--- config.mk ---
export PLATFORM = sky130hd
export DESIGN_NAME = sevenseg_mux_driver_flat
export DESIGN_NICKNAME = d
export VERILOG_FILES = /design/src/rtl/sevenseg_pkg.sv /design/src/rtl/sevenseg_mux_driver_if.sv /design/src/rtl/sevenseg_slot_timer.sv /design/src/rtl/sevenseg_mux_driver.sv /design/src/flat_wrapper.sv
export SDC_FILE = /design/constraint.sdc
export NUM_CORES = 1
export LEC_CHECK = 0
export ABC_AREA = 1
export BUFFER_PORTS_ARGS = -buffer_cell sky130_fd_sc_hd__clkbuf_2
export CELL_PAD_IN_SITES_DETAIL_PLACEMENT = 1
export CELL_PAD_IN_SITES_GLOBAL_PLACEMENT = 1
export CORE_MARGIN = 8
export CORE_UTILIZATION = 35
export CTS_BUF_LIST = sky130_fd_sc_hd__clkbuf_4 sky130_fd_sc_hd__clkbuf_8
export DETAILED_ROUTE_END_ITERATION = 8
export PLACE_DENSITY_LB_ADDON = 0.1
export SYNTH_ARGS = -nofsm -noshare
export SYNTH_HDL_FRONTEND = slang
export SYNTH_SLANG_ARGS = --single-unit
export TNS_END_PERCENT = 100
--- constraint.sdc ---
create_clock -name clk -period 1.7 [get_ports clk]
set_clock_uncertainty 0.2 [all_clocks]
set_input_delay 0.085 -clock clk [delete_from_list [all_inputs] [get_ports clk]]
set_output_delay 0.085 -clock clk [all_outputs]
set_load 0.1 [all_outputs]
--- src/rtl/sevenseg_pkg.sv ---
`default_nettype none
// ============================================================================
// Module      : sevenseg_pkg
// Description : Shared helpers for the seven-segment display path: pin
//               polarity levels, refresh-period clamp and hex glyphs.
// Revision    : 1.0 - initial release
// ============================================================================
package sevenseg_pkg;

    localparam int unsigned c_min_period = 2;

    // Level that leaves a segment dark for the given pin polarity.
    function automatic logic seg_off(input bit active_low);
        return active_low ? 1'b1 : 1'b0;
    endfunction

    function automatic logic an_off(input bit active_low);
        return active_low ? 1'b1 : 1'b0;
    endfunction

    function automatic int unsigned clamp_period(input int unsigned p);
        return (p < c_min_period) ? c_min_period : p;
    endfunction

    // Segment order {g,f,e,d,c,b,a}, 1 = lit.
    function automatic logic [6:0] glyph(input logic [3:0] v);
        logic [6:0] g;
        g = 7'h00;
        case (v)
            4'h0: g = 7'h3F;
            4'h1: g = 7'h06;
            4'h2: g = 7'h5B;
            4'h3: g = 7'h4F;
            4'h4: g = 7'h66;
            4'h5: g = 7'h6D;
            4'h6: g = 7'h7D;
            4'h7: g = 7'h07;
            4'h8: g = 7'h7F;
            4'h9: g = 7'h6F;
            4'hA: g = 7'h77;
            4'hB: g = 7'h7C;
            4'hC: g = 7'h39;
            4'hD: g = 7'h5E;
            4'hE: g = 7'h79;
            default: g = 7'h71;
        endcase
        return g;
    endfunction

endpackage
`default_nettype wire

--- src/rtl/sevenseg_mux_driver_if.sv ---
`default_nettype none
// ============================================================================
// Module      : sevenseg_mux_driver_if
// Description : Encoder-to-driver bundle: digit patterns and scan controls
//               in, board pin levels out.
// Revision    : 1.0 - initial release
// ============================================================================
interface sevenseg_mux_driver_if #(
    parameter int NUM_DIGITS = 4,
    parameter int SEG_WIDTH  = 7,
    parameter int DIV_WIDTH  = 12
);
    logic                             en;
    logic [NUM_DIGITS*SEG_WIDTH-1:0]  digits_flat;
    logic [NUM_DIGITS-1:0]            blank_mask;
    logic [DIV_WIDTH-1:0]             period;
    logic [DIV_WIDTH-1:0]             on_time;
    logic [SEG_WIDTH-1:0]             segments;
    logic [NUM_DIGITS-1:0]            anodes;
    logic                             frame_start;

    modport master (
        output en, digits_flat, blank_mask, period, on_time,
        input  segments, anodes, frame_start
    );

    modport slave (
        input  en, digits_flat, blank_mask, period, on_time,
        output segments, anodes, frame_start
    );
endinterface
`default_nettype wire

--- src/rtl/sevenseg_slot_timer.sv ---
`default_nettype none
// ============================================================================
// Module      : sevenseg_slot_timer
// Description : Per-digit slot counter and digit index with wrap and
//               frame-pending indication.
// Revision    : 1.0 - initial release
// ============================================================================
module sevenseg_slot_timer
    import sevenseg_pkg::*;
#(
    parameter int NUM_DIGITS = 4,
    parameter int DIV_WIDTH  = 12
) (
    input  logic                          clk,
    input  logic                          rst_n,
    input  logic                          i_en,
    input  logic [DIV_WIDTH-1:0]          i_period,
    output logic [DIV_WIDTH-1:0]          o_cnt,
    output logic [$clog2(NUM_DIGITS)-1:0] o_idx,
    output logic [$clog2(NUM_DIGITS)-1:0] o_next_idx,
    output logic                          o_wrap,
    output logic                          o_frame_pend
);
    localparam int IDX_WIDTH = $clog2(NUM_DIGITS);
    localparam logic [IDX_WIDTH-1:0] c_last_idx = IDX_WIDTH'(NUM_DIGITS - 1);

    logic [DIV_WIDTH-1:0] r_cnt;
    logic [IDX_WIDTH-1:0] r_idx;
    logic                 r_frame_pend;
    logic [DIV_WIDTH-1:0] w_period_eff;
    logic [IDX_WIDTH-1:0] w_next_idx;
    logic                 w_wrap;

    assign w_period_eff = DIV_WIDTH'(clamp_period(32'(i_period)));
    // >= rather than == so a period shrunk below the current count ends the slot at once.
    assign w_wrap       = i_en && (r_cnt >= (w_period_eff - DIV_WIDTH'(1)));
    assign w_next_idx   = (r_idx == c_last_idx) ? '0 : r_idx + 1'b1;

    always_ff @(posedge clk or negedge rst_n) begin
        if (!rst_n) begin
            r_cnt        <= '0;
            r_idx        <= '0;
            r_frame_pend <= 1'b0;
        end else if (!i_en) begin
            r_cnt        <= '0;
            r_idx        <= '0;
            r_frame_pend <= 1'b0;
        end else if (w_wrap) begin
            r_cnt        <= '0;
            r_idx        <= w_next_idx;
            r_frame_pend <= (r_idx == c_last_idx);
        end else begin
            r_cnt        <= r_cnt + 1'b1;
            r_frame_pend <= 1'b0;
        end
    end

    assign o_cnt        = r_cnt;
    assign o_idx        = r_idx;
    assign o_next_idx   = w_next_idx;
    assign o_wrap       = w_wrap;
    assign o_frame_pend = r_frame_pend;

endmodule
`default_nettype wire

--- src/rtl/sevenseg_mux_driver.sv ---
`default_nettype none
// ============================================================================
// Module      : sevenseg_mux_driver
// Description : Time-multiplexed N-digit seven-segment driver with brightness,
//               guard interval, blanking, pin polarity and frame strobe.
// Revision    : 1.0 - initial release
// ============================================================================
module sevenseg_mux_driver
    import sevenseg_pkg::*;
#(
    parameter int          NUM_DIGITS     = 4,
    parameter int          SEG_WIDTH      = 7,
    parameter int          DIV_WIDTH      = 12,
    parameter int unsigned GUARD          = 2,
    parameter bit          SEG_ACTIVE_LOW = 1'b1,
    parameter bit          AN_ACTIVE_LOW  = 1'b0
) (
    input  logic                 clk,
    input  logic                 rst_n,
    sevenseg_mux_driver_if.slave bus
);
    localparam int IDX_WIDTH = $clog2(NUM_DIGITS);

    logic [DIV_WIDTH-1:0]  w_cnt;
    logic [IDX_WIDTH-1:0]  w_idx;
    logic [IDX_WIDTH-1:0]  w_next_idx;
    logic                  w_wrap;
    logic                  w_frame_pend;
    logic [SEG_WIDTH-1:0]  w_digits [NUM_DIGITS];
    logic                  w_sel;
    logic [NUM_DIGITS-1:0] w_an_onehot;

    logic [SEG_WIDTH-1:0]  r_seg_q;
    logic [SEG_WIDTH-1:0]  r_seg_raw;
    logic [NUM_DIGITS-1:0] r_an_raw;
    logic                  r_frame;

    sevenseg_slot_timer #(
        .NUM_DIGITS (NUM_DIGITS),
        .DIV_WIDTH  (DIV_WIDTH)
    ) u_slot_timer (
        .clk          (clk),
        .rst_n        (rst_n),
        .i_en         (bus.en),
        .i_period     (bus.period),
        .o_cnt        (w_cnt),
        .o_idx        (w_idx),
        .o_next_idx   (w_next_idx),
        .o_wrap       (w_wrap),
        .o_frame_pend (w_frame_pend)
    );

    generate
        for (genvar gi = 0; gi < NUM_DIGITS; gi++) begin : g_unpack
            assign w_digits[gi] = bus.digits_flat[gi*SEG_WIDTH +: SEG_WIDTH];
        end
    endgenerate

    // Pattern is latched once per slot so encoder updates never tear a digit.
    always_ff @(posedge clk or negedge rst_n) begin
        if (!rst_n) begin
            r_seg_q <= '0;
        end else if (!bus.en) begin
            r_seg_q <= w_digits[0];
        end else if (w_wrap) begin
            r_seg_q <= w_digits[w_next_idx];
        end
    end

    assign w_sel = bus.en && !bus.blank_mask[w_idx]
                && (w_cnt >= DIV_WIDTH'(GUARD)) && (w_cnt < bus.on_time);
    assign w_an_onehot = w_sel ? (NUM_DIGITS'(1) << w_idx) : '0;

    always_ff @(posedge clk or negedge rst_n) begin
        if (!rst_n) begin
            r_an_raw  <= '0;
            r_seg_raw <= '0;
            r_frame   <= 1'b0;
        end else begin
            r_an_raw  <= w_an_onehot;
            r_seg_raw <= w_sel ? r_seg_q : '0;
            r_frame   <= bus.en && w_frame_pend;
        end
    end

    // Raw registers are active-high; XOR with the off level gives pin polarity.
    assign bus.anodes      = r_an_raw  ^ {NUM_DIGITS{an_off(AN_ACTIVE_LOW)}};
    assign bus.segments    = r_seg_raw ^ {SEG_WIDTH{seg_off(SEG_ACTIVE_LOW)}};
    assign bus.frame_start = r_frame;

endmodule
`default_nettype wire
--- src/flat_wrapper.sv ---
// flat-port wrapper written by rule: the top's interface ports become plain ports
module sevenseg_mux_driver_flat import sevenseg_pkg::*;
#(
    parameter int          NUM_DIGITS     = 4,
    parameter int          SEG_WIDTH      = 7,
    parameter int          DIV_WIDTH      = 12,
    parameter int unsigned GUARD          = 2,
    parameter bit          SEG_ACTIVE_LOW = 1'b1,
    parameter bit          AN_ACTIVE_LOW  = 1'b0
)
  (clk, rst_n, bus_en, bus_digits_flat, bus_blank_mask, bus_period, bus_on_time, bus_segments, bus_anodes, bus_frame_start);
  sevenseg_mux_driver_if #(.NUM_DIGITS(NUM_DIGITS), .SEG_WIDTH(SEG_WIDTH), .DIV_WIDTH(DIV_WIDTH)) bus_i ();
  input  logic clk;
  input  logic rst_n;
  input wire logic [$bits(bus_i.en)-1:0] bus_en;
  input wire logic [$bits(bus_i.digits_flat)-1:0] bus_digits_flat;
  input wire logic [$bits(bus_i.blank_mask)-1:0] bus_blank_mask;
  input wire logic [$bits(bus_i.period)-1:0] bus_period;
  input wire logic [$bits(bus_i.on_time)-1:0] bus_on_time;
  output wire logic [$bits(bus_i.segments)-1:0] bus_segments;
  output wire logic [$bits(bus_i.anodes)-1:0] bus_anodes;
  output wire logic [$bits(bus_i.frame_start)-1:0] bus_frame_start;
  assign bus_i.en = bus_en;
  assign bus_i.digits_flat = bus_digits_flat;
  assign bus_i.blank_mask = bus_blank_mask;
  assign bus_i.period = bus_period;
  assign bus_i.on_time = bus_on_time;
  assign bus_segments = bus_i.segments;
  assign bus_anodes = bus_i.anodes;
  assign bus_frame_start = bus_i.frame_start;
  sevenseg_mux_driver #(.NUM_DIGITS(NUM_DIGITS), .SEG_WIDTH(SEG_WIDTH), .DIV_WIDTH(DIV_WIDTH), .GUARD(GUARD), .SEG_ACTIVE_LOW(SEG_ACTIVE_LOW), .AN_ACTIVE_LOW(AN_ACTIVE_LOW)) u_core (.clk(clk), .rst_n(rst_n), .bus(bus_i));
endmodule
* Word level (Yosys, flattened, before mapping)
Index checks and enable logic that the tools add are counted.
** Word-level totals
- Logic and storage cells :: 44
- Output and inout port bits :: 12
- Register bits after elaboration :: 34
- Bits of input ports :: 59
** Cells by class
- $lt $le $gt $ge :: 6
- Mux-type cells :: 17
- $add $sub $neg :: 3
- Equal/unequal tests :: 2
- Shift-type cells :: 1
- Reductions and logical operators :: 6
- Bitwise logic cells :: 2
** Operators by type and width (count)
- 12-bit two-way mux :: 3
- 7-bit two-way mux :: 5
- 7-bit binary-select mux with 2-bit select :: 1
- 12-bit by 1-bit adder with 12-bit output (second input constant) :: 1
- 12-bit greater-or-equal comparator :: 1
- 12-bit by 2-bit greater-or-equal comparator with 1-bit output (second input constant) :: 1
- 12-bit < comparator :: 1
- 12-bit by 2-bit < comparator with 1-bit output (second input constant) :: 1
- 12-bit by 1-bit subtractor with 12-bit output (second input constant) :: 1
- 7-bit inverter :: 1
- 2-bit two-way mux :: 3
- 1-bit logical AND :: 5
- 4-bit two-way mux :: 1
- 1-bit by 2-bit << shifter with 4-bit output (first input constant) :: 1
- 3-bit greater-or-equal comparator (second input constant) :: 1
- 2-bit by 3-bit < comparator with 1-bit output (second input constant) :: 1
- 1-bit two-way mux :: 3
- 2-bit inverter with 3-bit output :: 1
- 2-bit by 1-bit adder with 2-bit output (second input constant) :: 1
- 1-bit binary-select mux with 2-bit select :: 1
- 2-bit equality test (second input constant) :: 1
- 2-bit by 1-bit != test with 1-bit output (second input constant) :: 1
- 1-bit logical NOT :: 1

* Longest topological paths before layout
Gate-level depths: netlist of run 1.
- Word-level depth :: 8
- Gate-level depth with buffers :: 19
- Depth with buffers taken out :: 18

* Cells and area by module
A second synthesis of run 1 with hierarchy kept.
** Unflattened totals
- Cell total of the unflattened synthesis :: 369
- Area total of the unflattened synthesis :: 2633.8 µm²
** Modules (own cells, without submodules)
- sevenseg_mux_driver :: instances 1, area each 1325.0 µm², sequential area each 475.5 µm², cells an instance 188
- sevenseg_slot_timer :: instances 1, area each 1308.8 µm², sequential area each 375.4 µm², cells an instance 181

* Least setup slack after synthesis of run 1
OpenSTA, ideal clock, no wires.
- Kind :: input -> register
- Start :: in bus_period[2]
- End :: reg u_core.u_slot_timer.r_cnt[6], in the netlist u_core.u_slot_timer.o_cnt[6]
- Path buffers :: 1
- Slack :: -880 ps
- Data arrival time :: 2258 ps
- Setup time :: 122 ps
- Stages :: 18
- Data required time :: 1378 ps
- Cells stage by stage :: nor2_1 > nand2_1 > nor2_1 > nand2_1 > nand2_1 > ha_1 > nand3_1 > nor3_2 > nand3_1 > xor2_1 > inv_1 > ha_1 > nand2_1 > nor3_1 > nand2_1 > nand3_2 > buf_2 > nor2_1
** On the way
- Cells in the longest elaborated chain, start to end :: 7
** RTL lines
- start, declared :: line flat_wrapper.sv:18 : input wire logic [$bits(bus_i.period)-1:0] bus_period;
- 12-bit by 2-bit < comparator with 1-bit output :: line sevenseg_pkg.sv:22 : return (p < c_min_period) ? c_min_period : p;
- 12-bit two-way mux * :: line sevenseg_pkg.sv:22
- 12-bit by 1-bit subtractor with 12-bit output * :: line sevenseg_slot_timer.sv:36 : assign w_wrap = i_en && (r_cnt >= (w_period_eff - DIV_WIDTH'(1)));
- 12-bit greater-or-equal comparator * :: line sevenseg_slot_timer.sv:36
- 1-bit logical AND * :: line sevenseg_slot_timer.sv:36
- 12-bit two-way mux * :: line sevenseg_slot_timer.sv:48 : end else if (w_wrap) begin
- 12-bit two-way mux * :: line sevenseg_slot_timer.sv:44 : end else if (!i_en) begin
- end signal, assigned :: line sevenseg_slot_timer.sv:53 : r_cnt <= r_cnt + 1'b1;
- end, declared :: line sevenseg_slot_timer.sv:27 : logic [DIV_WIDTH-1:0] r_cnt;
Every way passes the cells marked *; elsewhere a longest branch is shown, timed or not.
A chain may end at the register's enable or synchronous reset.

* Worst setup path after layout of run 1
- Start :: in bus_period[3]
- End :: reg u_core.u_slot_timer.r_cnt[8], in the netlist u_core.u_slot_timer.o_cnt[8]
Same word-level chain as after synthesis.

==> reports/qor.txt, run 1 <==
status: complete, but fails checks
failing checks: setup timing
Min Hold Slack: 0.008247 ns
io pins: 71
Mean Syn Cell Area: 7.016 um^2
Worst-path clk slew: 0.07 ns
Max Slew Vio Count: 0
GR Layer Usage met1: 19.00%
Worst Path Required: 1.67 ns
routed wire length: 9.861 mm
CTS Sinks: 34
# DRC: 0
flops & latches, synth: 34
Yosys warnings: 0
FP Rows: 32
placed cells: 597
pwr/cell area: 513.0 mW/mm^2
global-route wire length before repair: 15.87 mm
number of global-route vias before repair: 3430
via count: 3071
arrival time worst endpoint: 2.55 ns
maximum fanout along the worst path: 5
Tot GR Track Use: 17.58%
# diodes: 0
Layout Utilization: 57.34%
met2 Track Usage GR: 34.10%
DRT iter0 DRCs: 63
via density per instance: 4.867
startpoint types: input pin
nets@finish: 618
Mapped Cells: 385
Peak VDD IR: 0.3580 mV
multi-input logic area: 0.002031 mm^2
CTS Buf Count: 5
R2R Setup Slk: -0.30 ns
leakage: 2.266 nW
Hold Fails Final Rpt: 0
Worst R2R End: u_core.r_seg_q[2]
RSZ-0062 raised after global routing: yes
synth-to-layout area growth: 61.46%
Final ANT Viol Nets: 0
# setup viols final: 33
Die Y: 103.9 um
CTS tree: yes
routability cong.: 0.7821
worst relative slew slack: 63.37%
Slew @ Worst Pin: 0.5519 ns
Initial Util: 35.51%
die area: 0.01078 mm^2
fin crit period: 2.580 ns
CTS max path bufs: 2
register area share after synthesis: 31.50%
Worst Hold Class: in -> reg
beginning of the worst register-to-register path: u_core.u_slot_timer.o_cnt[5]
drt first pass iters: 4
fmax: 387.6 MHz
Seq. cell area: 853.3 um^2
IO Port Bufs: 70
Yosys cell types: 26
Fillers: 957
worst setup margin: -0.8802 ns
H-Tree Depth: 2
GRT busiest layer: met2
overall power: 0.002237 W
root buf cell: clkbuf_8
layout cells sized above 1: 43.48%
reg2reg path depth: 8
WHS Path Cells: 7
endpoint type of the worst setup path: flop
WL per Instance: 15.63 um
synthesized cell area: 0.002701 mm^2
max-cap viol count: 0
WS Path Type: in -> reg
Net Count, Synth: 474
Post-Layout Cell Count: 631
grt ovf: 0
Min-Delay Endpoint: u_core.r_seg_q[1]
largest net degree at the start of global routing: 35
Die Span X: 103.9 um
HP Start: bus_digits_flat[22]
Final period util: 151.8%
Detailed Place HPWL: 6.673 mm
initial antenna violation count: 0
Core ar.: 0.007607 mm^2
Clock Latency Late Sink: 0.29 ns
met3 usage: 3.222%
## registers in the layout, summed over array words and instances, names as in the netlist
| signal | count |
|---|---|
| u_core.r_seg_raw | 7 |
| u_core.u_slot_timer.o_frame_pend | 1 |
| u_core.u_slot_timer.o_cnt | 12 |
| u_core.bus.anodes | 4 |
| u_core.r_seg_q | 7 |
| u_core.u_slot_timer.o_idx | 2 |
| u_core.bus.frame_start | 1 |
## metrics by stage
step	setup slack [ns]	setup TNS [ns]	cell area, um^2
floorplan	-0.8450	-18.09	2750
global placement	-1.063	-24.92	3552
detailed placement	-1.189	-27.56	3552
CTS	-0.7164	-16.24	4139
global route	-1.069	-25.68	4362
finish	-0.8802	-21.06	4362
## cell families (layout without fill, tap and decap cells)
kind of cell	Yosys count	after routing	synth area share, %
AND/OR/NAND/NOR	197	200	32.01
buffers and inverters	71	212	10.47
AO/OA/AOI/OAI	40	40	7.920
flip-flops	34	34	31.50
adder cells (fa/ha/maj)	30	30	13.90
XOR/XNOR	13	13	4.215
## worst max path at each step
| stage | cells after the start | slack [ns] | endpoint | startpoint |
|---|---|---|---|---|
| 2_1_floorplan | 19 | -0.84 | u_core.u_slot_timer.o_idx[1] | bus_period[2] |
| 3_3_place_gp | 20 | -1.06 | u_core.u_slot_timer.o_idx[1] | bus_period[2] |
| 3_5_place_dp | 19 | -1.19 | u_core.r_seg_q[6] | bus_period[5] |
| 4_1_cts | 20 | -0.72 | u_core.r_seg_q[5] | bus_period[11] |
| 5_1_grt | 15 | -1.07 | u_core.u_slot_timer.o_idx[0] | bus_period[4] |
| 6_report | 19 | -0.88 | u_core.u_slot_timer.o_cnt[8] | bus_period[3] |
## Yosys cell counts (all sizes together)
master	n	share of area, %
o211ai	2	0.74
ha	30	14
dfrtp	34	31
o21ai	26	4.8
nand2	86	12
nand3	14	3.0
nor2	74	12
a21oi	12	2.4
clkbuf	3	0.42
xor2	10	3.2
inv	62	8.6
or2	1	0.23
nand4	14	3.2
xnor2	3	0.97
buf	6	1.4
nor3	8	2.0
## report_power, final
group,switching (W),internal [W]
clock network,0.000307,0.000469
logic,0.000345,0.000255
registers,0.0000216,0.000840
## layer usage
metal,routed length [um],share of wire [%]
met5,0,0
met1,3886,39
met4,119,1.2
met3,249,2.5
met2,5605,57
## area by class of cell
class | instances | area share, %
Clock inverter | 1 | 0.6885
Clock buffer | 6 | 1.893
Timing Repair Buffer | 143 | 23.03
Multi-Input combinational cell | 283 | 46.56
Inverter | 62 | 5.336
Sequential cell | 34 | 19.56
Tap cell | 102 | 2.926
## cells in the final DEF (no fill, tap or decap), types with 3 or more instances in the layout
cell / Yosys / routed
o21ai_1: 15 / 15
buf_6: 1 / 5
inv_1: 58 / 54
o21ai_0: 11 / 8
a21oi_1: 11 / 4
nor2_4: 1 / 18
nand3_4: 0 / 6
nand2_1: 86 / 69
nand2_4: 0 / 3
a21oi_4: 0 / 4
dlygate4sd3_1: 0 / 8
buf_12: 0 / 3
clkbuf_2: 0 / 68
buf_4: 1 / 56
a21oi_2: 1 / 4
ha_1: 30 / 22
inv_2: 4 / 8
xor2_1: 10 / 10
xnor2_1: 3 / 3
nor2_1: 62 / 46
o21ai_2: 0 / 3
clkbuf_8: 0 / 6
dfrtp_1: 34 / 32
nor3_1: 5 / 3
nand4_1: 14 / 14
ha_4: 0 / 8
nand2_2: 0 / 14
nand3_1: 12 / 9
nor2_2: 11 / 10
nor3_2: 3 / 3
## what timing repair did
| item | CTS | global route |
|---|---|---|
| hold buffers | 8 | 0 |
| pin swaps | 22 | 26 |
| endpoints found under the setup margin | 33 | 33 |
| gates cloned | 4 | 1 |
| buffers inserted | 12 | 2 |
| endpoints found under the hold margin | 41 | 0 |
| resized for setup | 53 | 49 |
## worst max-delay path, stage by stage
cell and delay [ns]:
buf_8 0.10, nor2_4 0.11, nand2_2 0.07, nor2_4 0.14, nand2_2 0.08, nand2_2 0.11
ha_4 0.15, buf_4 0.10, buf_4 0.11, nand2_1 0.06, xnor2_1 0.22, inv_1 0.10
ha_1 0.29, nand4_1 0.14, nor3_4 0.24, nand2_4 0.11, buf_12 0.15, nand3_4 0.11
nor2_2 0.06
Note: power is estimated with default switching activity, not from simulation.
==> run 2, diff against run 1 <==
Settings changed: CORE_MARGIN 8 to 2, PLACE_DENSITY_LB_ADDON 0.1 to 0.3.
==> reports/qor.txt, run 2 (synthesized netlist as in run 1, its figures left out) <==
Die Y: 91.85 um
via density per instance: 4.879
H-Tree Depth: 2
drt first pass iters: 4
overall power: 0.002107 W
Layout Utilization: 57.06%
Detailed Place HPWL: 6.663 mm
# DRC: 0
Final ANT Viol Nets: 0
number of global-route vias before repair: 3512
placed cells: 597
io pins: 71
Post-Layout Cell Count: 636
Final period util: 161.7%
endpoint type of the worst setup path: flop
die area: 0.008436 mm^2
Largest register FFs: 12
placed inst area: 0.003540 mm^2
DRT iter0 DRCs: 74
largest net degree at the start of global routing: 35
failing checks: setup timing
CTS Sinks: 34
RSZ-0062 raised after global routing: yes
Hold Fails Final Rpt: 0
WL per Instance: 16.41 um
root buf cell: clkbuf_8
CTS Buf Count: 5
grt ovf: 0
Core ar.: 0.007607 mm^2
Worst Hold Class: in -> reg
leakage: 2.278 nW
maximum fanout along the worst path: 6
Clock Latency Late Sink: 0.30 ns
Peak VDD IR: 0.5451 mV
IO Port Bufs: 70
startpoint types: input pin
most common cell after layout, fill and taps aside: nand2_1
Worst Path Required: 1.69 ns
Tot GR Track Use: 24.81%
synth-to-layout area growth: 60.68%
most frequent cells in the layout: nand2_1, clkbuf_2, buf_4, inv_1, nor2_1
Die Span X: 91.85 um
fin crit period: 2.749 ns
max-cap viol count: 0
Worst-path clk slew: 0.07 ns
worst setup margin: -1.049 ns
R2R Setup Slk: -0.37 ns
routability cong.: 0.7846
pwr/cell area: 485.4 mW/mm^2
fmax: 363.8 MHz
Max Slew Vio Count: 0
via count: 3103
Initial Util: 35.51%
nets@finish: 622
layout cells sized above 1: 42.32%
global-route wire length before repair: 16.26 mm
worst relative slew slack: 63.98%
fin area: 0.004340 mm^2
routed wire length: 10.44 mm
arrival time worst endpoint: 2.73 ns
CTS tree: yes
# diodes: 0
# setup viols final: 33
CTS max path bufs: 2
status: complete, but fails checks
initial antenna violation count: 0
WS Path Type: in -> reg
FP Rows: 32
Slew @ Worst Pin: 0.5426 ns
## run 2: cell count changes in the layout (fill, tap and decap cells not counted), moves of 3 or more
cell     previous run  this run
nand2_1            69        75
a21oi_4             4         1
nand2_2            14         6
buf_6               5        11
buf_4              56        59
a21oi_1             4         8
## run 2: area by class of cell
| cell class | instances | area [um^2] |
|---|---|---|
| Tap cell | 102 | 127.6 |
| Fill cell | 972 | 3267 |
| Multi-Input combinational cell | 281 | 1944 |
| Timing Repair Buffer | 149 | 1087 |
| Sequential cell | 34 | 853.3 |
| Inverter | 62 | 232.7 |
| Clock buffer | 7 | 90.09 |
| Clock inverter | 1 | 5.005 |
## run 2: repair_timing
| action | CTS | global route |
|---|---|---|
| cloned | 3 | 0 |
| buffers inserted | 17 | 4 |
| pin swaps | 41 | 26 |
| endpoints found under the hold margin | 41 | 0 |
| gates resized for setup | 57 | 44 |
| setup endpoints to repair | 33 | 33 |
| hold buffers | 8 | 0 |
## run 2: power by group
part / internal (W) / switching (W) / leakage (nW)
combinational: 0.000251 / 0.000345 / 1.77
clock: 0.000343 / 0.000304 / 0.0517
sequential: 0.000841 / 0.0000233 / 0.457
## run 2: worst max-delay path, stage by stage
cell	delay, ns
clkbuf_2	0.09
nor2_1	0.16
nand2_2	0.09
nor2_4	0.13
nand2_4	0.09
nand2_4	0.09
ha_4	0.16
nand3_4	0.09
buf_4	0.15
buf_4	0.12
xor2_1	0.17
inv_1	0.07
ha_1	0.30
nand4_1	0.12
nor3_2	0.22
nand2_2	0.12
buf_6	0.14
nand3_4	0.12
buf_6	0.16
nor2_1	0.05
## run 2: final timing paths
path                                                 end                             start  cells after the start
max                         u_core.u_slot_timer.o_cnt[2]                     bus_period[9]                     20
min                                    u_core.r_seg_q[2]               bus_digits_flat[23]                      7
max reg2reg                 u_core.u_slot_timer.o_cnt[2]     u_core.u_slot_timer.o_cnt[11]                      8
min reg2reg                       u_core.bus.frame_start  u_core.u_slot_timer.o_frame_pend                      2
max in group asynchronous  u_core.u_slot_timer.o_cnt[10]                             rst_n                      3
min in group asynchronous            u_core.r_seg_raw[5]                             rst_n                      3
## run 2: per-stage QoR
stage	hold WS (ns)	TNS (ns)	setup slack [ns]
3_5_place_dp	-0.05632	-29.29	-1.333
5_1_grt	0.06515	-26.91	-1.157
4_1_cts	0.01049	-18.19	-0.7837
6_report	0.02053	-23.26	-1.049
3_3_place_gp	-0.05664	-24.47	-1.112
2_1_floorplan	-0.4106	-18.09	-0.8450
## run 2: metal layers
metal,track usage (%),routed length [um],up-vias
met4,12.56,427,0
met5,0,0,-
met2,50.18,6034,66
met1,24.13,3703,1495
met3,3.122,270,32
li1,-,-,1510
